<file path="src/rtl/div_pkg.sv">
// Shared definitions for the iterative restoring divider.
package div_pkg;

  localparam int DIV_WIDTH = 4;

  typedef enum logic [1:0] {
    S_IDLE = 2'b00,
    S_BUSY = 2'b01,
    S_DONE = 2'b10
  } div_state_t;

endpackage

</file>
<file path="src/rtl/seq_divider.sv">
// Restoring unsigned divider, one quotient bit per clock.
// Responder on the go/done/div_by_zero handshake.
module seq_divider
  import div_pkg::*;
#(
  parameter int WIDTH = DIV_WIDTH,
  parameter int CW    = $clog2(WIDTH + 1)
) (
  input  logic             clk,
  input  logic             rst,
  input  logic             go,
  input  logic [WIDTH-1:0] x,
  input  logic [WIDTH-1:0] y,
  output logic [WIDTH-1:0] q,
  output logic [WIDTH-1:0] r,
  output logic             done,
  output logic             busy,
  output logic             div_by_zero,
  output logic             err
);

  div_state_t       st;
  logic [WIDTH-1:0] pr;
  logic [WIDTH-1:0] qr;
  logic [WIDTH-1:0] dr;
  logic [CW-1:0]    cnt;

  logic [WIDTH:0]   p_sh;
  logic [WIDTH:0]   trial;
  logic [WIDTH-1:0] p_nx;
  logic [WIDTH-1:0] q_nx;
  logic             last;

  assign div_by_zero = (y == '0);

  // Partial remainder is always below the divisor, so its
  // shifted value fits in WIDTH+1 bits with no overflow.
  always_comb begin
    p_sh  = {pr, qr[WIDTH-1]};
    trial = p_sh - {1'b0, dr};
    p_nx  = p_sh[WIDTH-1:0];
    q_nx  = {qr[WIDTH-2:0], 1'b0};
    if (!trial[WIDTH]) begin
      p_nx    = trial[WIDTH-1:0];
      q_nx[0] = 1'b1;
    end
    last = (cnt == CW'(WIDTH - 1));
  end

  always_ff @(posedge clk or negedge rst) begin
    if (!rst) begin
      st   <= S_IDLE;
      pr   <= '0;
      qr   <= '0;
      dr   <= '0;
      cnt  <= '0;
      q    <= '0;
      r    <= '0;
      done <= 1'b0;
      busy <= 1'b0;
      err  <= 1'b0;
    end else begin
      unique case (st)
        S_IDLE, S_DONE: begin
          if (go) begin
            if (y == '0) begin
              st   <= S_DONE;
              done <= 1'b1;
              err  <= 1'b1;
              busy <= 1'b0;
              q    <= '1;
              r    <= x;
            end else begin
              st   <= S_BUSY;
              qr   <= x;
              dr   <= y;
              pr   <= '0;
              cnt  <= '0;
              done <= 1'b0;
              err  <= 1'b0;
              busy <= 1'b1;
            end
          end
        end
        S_BUSY: begin
          pr  <= p_nx;
          qr  <= q_nx;
          cnt <= cnt + CW'(1);
          if (last) begin
            st   <= S_DONE;
            q    <= q_nx;
            r    <= p_nx;
            busy <= 1'b0;
            done <= 1'b1;
          end
        end
        default: st <= S_IDLE;
      endcase
    end
  end

endmodule

</file>
<file path="config.mk">
export PLATFORM = sky130hd
export DESIGN_NAME = seq_divider
export DESIGN_NICKNAME = d
export VERILOG_FILES = /design/src/rtl/div_pkg.sv /design/src/rtl/seq_divider.sv
export SDC_FILE = /design/constraint.sdc
export NUM_CORES = 1
export LEC_CHECK = 0
export CAP_MARGIN = 20
export CORE_MARGIN = 2
export CORE_UTILIZATION = 39
export DETAILED_ROUTE_END_ITERATION = 8
export DONT_BUFFER_PORTS = 1
export GPL_ROUTABILITY_DRIVEN = 1
export GPL_TIMING_DRIVEN = 1
export PLACE_DENSITY = 0.52
export SLEW_MARGIN = 20
export SYNTH_ARGS = -nofsm -noshare
export SYNTH_HDL_FRONTEND = slang
export SYNTH_SLANG_ARGS = --single-unit
</file>
<file path="constraint.sdc">
create_clock -name clk -period 2.09 [get_ports clk]
set_input_delay 0.418 -clock clk [delete_from_list [all_inputs] [get_ports clk]]
set_output_delay 0.418 -clock clk [all_outputs]
set_load 0.1 [all_outputs]
</file>
Word-level counts from Yosys, hierarchy flattened:

Cells that the tools add are included.

* flip-flop bits (word level): 28
* input port bits: 11
* output and inout bits: 12
* logic and storage cells: 61

* add/sub/neg operators: 2
* eq/ne operators: 7
* mux-type cells: 31
* bitwise operators: 1
* reductions and logical operators: 10

Operators by type and width (count)
* 2-to-1 mux 4 bit: 11
* case mux 4 bit (2 select lines): 4
* AND reduction 3 bit: 3
* != test 2 bit, second input constant: 4
* 2-to-1 mux 1 bit: 7
* 2-to-1 mux 2 bit: 3
* 2-to-1 mux 3 bit: 2
* case mux 3 bit (2 select lines): 1
* subtractor 5 x 4 -> 5 bit: 1
* logical NOT 4 bit: 1
* case mux 1 bit (2 select lines): 2
* case mux 2 bit (2 select lines): 1
* AND reduction 2 bit: 2
* AND reduction 4 bit: 1
* adder 3 x 1 -> 3 bit, second input constant: 1
* equality test 3 x 2 -> 1 bit, second input constant: 1
* equality test 2 x 1 -> 1 bit, second input constant: 1
* equality test 2 bit, second input constant: 1
* logical NOT 2 bit: 1
* nonzero test 2 bit: 1
* OR reduction 2 bit: 1
* inverter 1 bit: 1

Logic depth before layout (Yosys ltp):

* word-level depth: 4
* gate-level depth with buffers: 8
* depth with buffers taken out: 8

Worst setup path after synthesis:

OpenSTA, ideal clock, no wires.

* path kind: in2reg
* start: input y[1]
* end: register dr[1]
* setup time: 0.126 ns
* arrival time: 2.065 ns
* required time: 1.964 ns
* slack: -0.101 ns
* cell stages on the path: 6
* path buffers: 1
* cell sequence: or4_4 inv_1 nor2_2 buf_6 nand2_1 o21ai_0

* longest elaborated chain between the ends: 3

Ends and longest elaborated chain
* start, declared: RTL line seq_divider.sv:13 `input logic [WIDTH-1:0] y,`
* logical NOT 4 bit
* net div_by_zero: RTL line seq_divider.sv:18 `output logic div_by_zero,`
* inverter 1 bit (no source line)
* AND reduction 3 bit (no source line)
* end signal, assigned: RTL line seq_divider.sv:76 `dr <= y;`
* end, declared: RTL line seq_divider.sv:25 `logic [WIDTH-1:0] dr;`

The timed path passes the listed nets, and every way through them passes these cells.
A chain may end at the register's enable or synchronous reset.

Worst setup path after layout:

* start: register qr[3]
* end: register r[2]

* longest elaborated chain between the ends: 4

Ends and longest elaborated chain
* start, declared: RTL line seq_divider.sv:24 `logic [WIDTH-1:0] qr;`
* start signal, assigned: RTL line seq_divider.sv:87 `qr <= q_nx;`
* subtractor 5 x 4 -> 5 bit: RTL line seq_divider.sv:40 `trial = p_sh - {1'b0, dr};`
* 2-to-1 mux 4 bit: RTL line seq_divider.sv:43 `if (!trial[WIDTH]) begin`
* 2-to-1 mux 4 bit: RTL line seq_divider.sv:89 `if (last) begin`
* case mux 4 bit (2 select lines): RTL line seq_divider.sv:63 `unique case (st)`
* end signal, assigned: RTL line seq_divider.sv:92 `r <= p_nx;`
* end, declared: RTL line seq_divider.sv:15 `output logic [WIDTH-1:0] r,`

No other way between the ends. The select of a mux whose other input is x is not followed.

==> run metrics <==
# rows 22; area of the mapped netlist 1464 sq um; Reg clk slew, reported paths 0.10 ns; largest net degree at the start of global routing 29; wire length per cell 14.06 um; DRC Markers 0; ys async rst share 1.000; area share of the largest cell type after synthesis 0.4786; 1st-pass router iterations 4; Avg Inst Size Synth 9.265 sq um; mux share of post-synthesis cell area 0.006838; Area contributors post-synth dfrtp_1 (48%), nand2_1 (6.7%), ha_1 (5.1%); Worst path max stage delay 0.36 ns; Worst EP arrival 2.20 ns; Primary FF master, synth dfrtp_1; Clock Latency Late Sink 0.27 ns; CTS sink count 28; ANT cells 0; top-level I/O count 23; Startpoint Class flop; crit end category flop; f_max 0.5003 GHz; Area Overhead vs Synth 19.57%; die width 65.27 um; status finished, final reports clean; critical path class reg2reg; first-pass GRT wire length 5.568 mm; sequential fraction of the synthesis area 0.4786; GRT Util Overall 0.1668; grt ovf 0; Post-Synth XOR/XNOR Area 0.01795; Starting Density 0.4029; vias in the first global route 1221; Placed Instances 218; height of the die 65.27 um; Net count, final 195; Slew Limit Fails 0; cell count after synthesis 158; minimum clock period 1.999 ns; setup violators final 0; worst-margin pin slew 0.5577 ns; most frequent cell after synthesis dfrtp_1; EDFF count, synth 0; Final Non-Filler Cells 224; RSZ-0062 raised after global routing false; Ys Warns 0; CTS buffer count 3; gpl congestion 0.8239; H-tree level count 1; flop2flop setup slack 0.09 ns; Synth Area in Adders 0.06496; post-DR vias/cell 5.125; leading cell types by count after synthesis dfrtp_1 (28), nand2_1 (26), nor2_1 (15); buffer levels on the longest clock path 2; vias 1148; Synth cell types 34; Synth Area in Simple Gates 0.2248; Hold Crit Class in2reg; MaxCap Viol Count 0; core area 3633 sq um; largest family of logic cells by synthesized area simple AND/OR/NAND/NOR gates; Synth Area in Compound Gates 0.1547; Fin Hold WS 0.2646 ns; synthesized net count 176; Worst Skew 0.003839 ns; IO buf count 0; area leader, netlist dfrtp_1; CTS tree done; Final period util 0.9563; Final ANT Viol Nets 0; Setup Buffers After CTS 0; Yosys reg bits 28; Req. time, crit path 2.29 ns; final hold vios 0; setup TNS 0 ns; DIE AREA 4260 sq um; Initial DRC Count 91; Rel. slew slack 0.6274; critical-path cell with the highest stage delay fa_2; CP Max Fanout 5; final HPWL from detailed placement 2.352 mm; Fill cells 346; worst-path cell chain inv_1 -> ha_1 -> fa_2 -> nand2b_4 -> a21oi_4 -> buf_4 -> and3_2 -> a2111oi_4 -> a21oi_1; WL final 3.150 mm; initial antenna violation count 0; layout cells sized above 1 0.2045; Root Buffer clkbuf_8
## cell families (layout without fill, tap and decap cells)
group | count (synthesis) | after routing
buffers and inverters | 15 | 33
adder cells (fa/ha/maj) | 7 | 7
XOR/XNOR | 3 | 3
AO/OA/AOI/OAI | 35 | 35
AND/OR/NAND/NOR | 69 | 69
multiplexers | 1 | 1
flip-flops | 28 | 28
## final cells by class
cell class / count / area, sq um / area share
inverter: 8 / 33.78 / 0.01930
clock buffer: 4 / 55.05 / 0.03145
sequential: 28 / 700.7 / 0.4003
timing repair buffer: 21 / 172.7 / 0.09864
tap: 48 / 60.06 / 0.03431
multi-input combinational: 115 / 728.2 / 0.4160
## layout by cell type, fill, tap and decap left out, types with 2 or more instances in the layout
| cell | count |
|---|---|
| nand3b_1 | 2 |
| xnor2_1 | 2 |
| a21oi_1 | 8 |
| dfrtp_1 | 28 |
| a41oi_1 | 3 |
| o21ai_0 | 12 |
| a31oi_1 | 5 |
| a211o_1 | 2 |
| and3_1 | 3 |
| nor2_2 | 2 |
| buf_4 | 19 |
| nor3_1 | 2 |
| nand2_1 | 26 |
| nand3_1 | 5 |
| nand2b_1 | 8 |
| clkbuf_8 | 4 |
| inv_1 | 7 |
| ha_1 | 6 |
| nor2_1 | 15 |
## path summary, 6_finish.rpt
check,from,end,cells after the start
setup / recovery,qr[3]$_DFFE_PN0P_,r[2]$_DFFE_PN0P_,9
hold / removal,y[2],dr[2]$_DFFE_PN0P_,2
min in group asynchronous,rst,dr[1]$_DFFE_PN0P_,2
setup reg to reg,qr[3]$_DFFE_PN0P_,r[2]$_DFFE_PN0P_,9
hold reg to reg,dr[0]$_DFFE_PN0P_,dr[0]$_DFFE_PN0P_,2
max in group asynchronous,rst,r[3]$_DFFE_PN0P_,2
## routing by layer
layer | up-vias | part of all wire | track usage | wire length (um)
li1 | 575 | - | - | -
met1 | 557 | 0.48 | 0.2323 | 1513
met2 | 16 | 0.49 | 0.2844 | 1549
met3 | 0 | 0.028 | 0.01541 | 88
met4 | 0 | 0 | 0.03385 | 0
met5 | - | 0 | 0 | 0
## critical path, delay by kind of cell, from the launching register on
kind                     cells  cell delay, ns
adder cells (fa/ha/maj)      2            0.58
AO/OA/AOI/OAI                3            0.42
AND/OR/NAND/NOR              2            0.37
flip-flops                   1            0.35
buffers and inverters        2            0.22
## stage by stage
step / setup slack, ns / area [sq um] / utilization
2_1_floorplan: 0.03290 / 1468 / -
3_3_place_gp: 0.02649 / 1624 / 0.4470
3_5_place_dp: -0.08836 / 1624 / 0.4470
4_1_cts: 0.03868 / 1734 / 0.4773
5_1_grt: 0.007690 / 1750 / 0.4817
6_report: 0.09135 / 1750 / 0.4817
## registers in the layout (all words and copies together) (netlist names)
signal	flops
st	2
err	1
dr	4
busy	1
done	1
pr	4
qr	4
cnt	3
q	4
r	4
## what timing repair did
action,CTS,global route
hold buffers,2,0
setup endpoints to repair,2,4
pin swaps,1,2
endpoints found under the hold margin,28,0
resized for setup,5,3
Power is not shown: default switching activity piles up to over one toggle a cycle in this logic, so the estimate is an artifact.
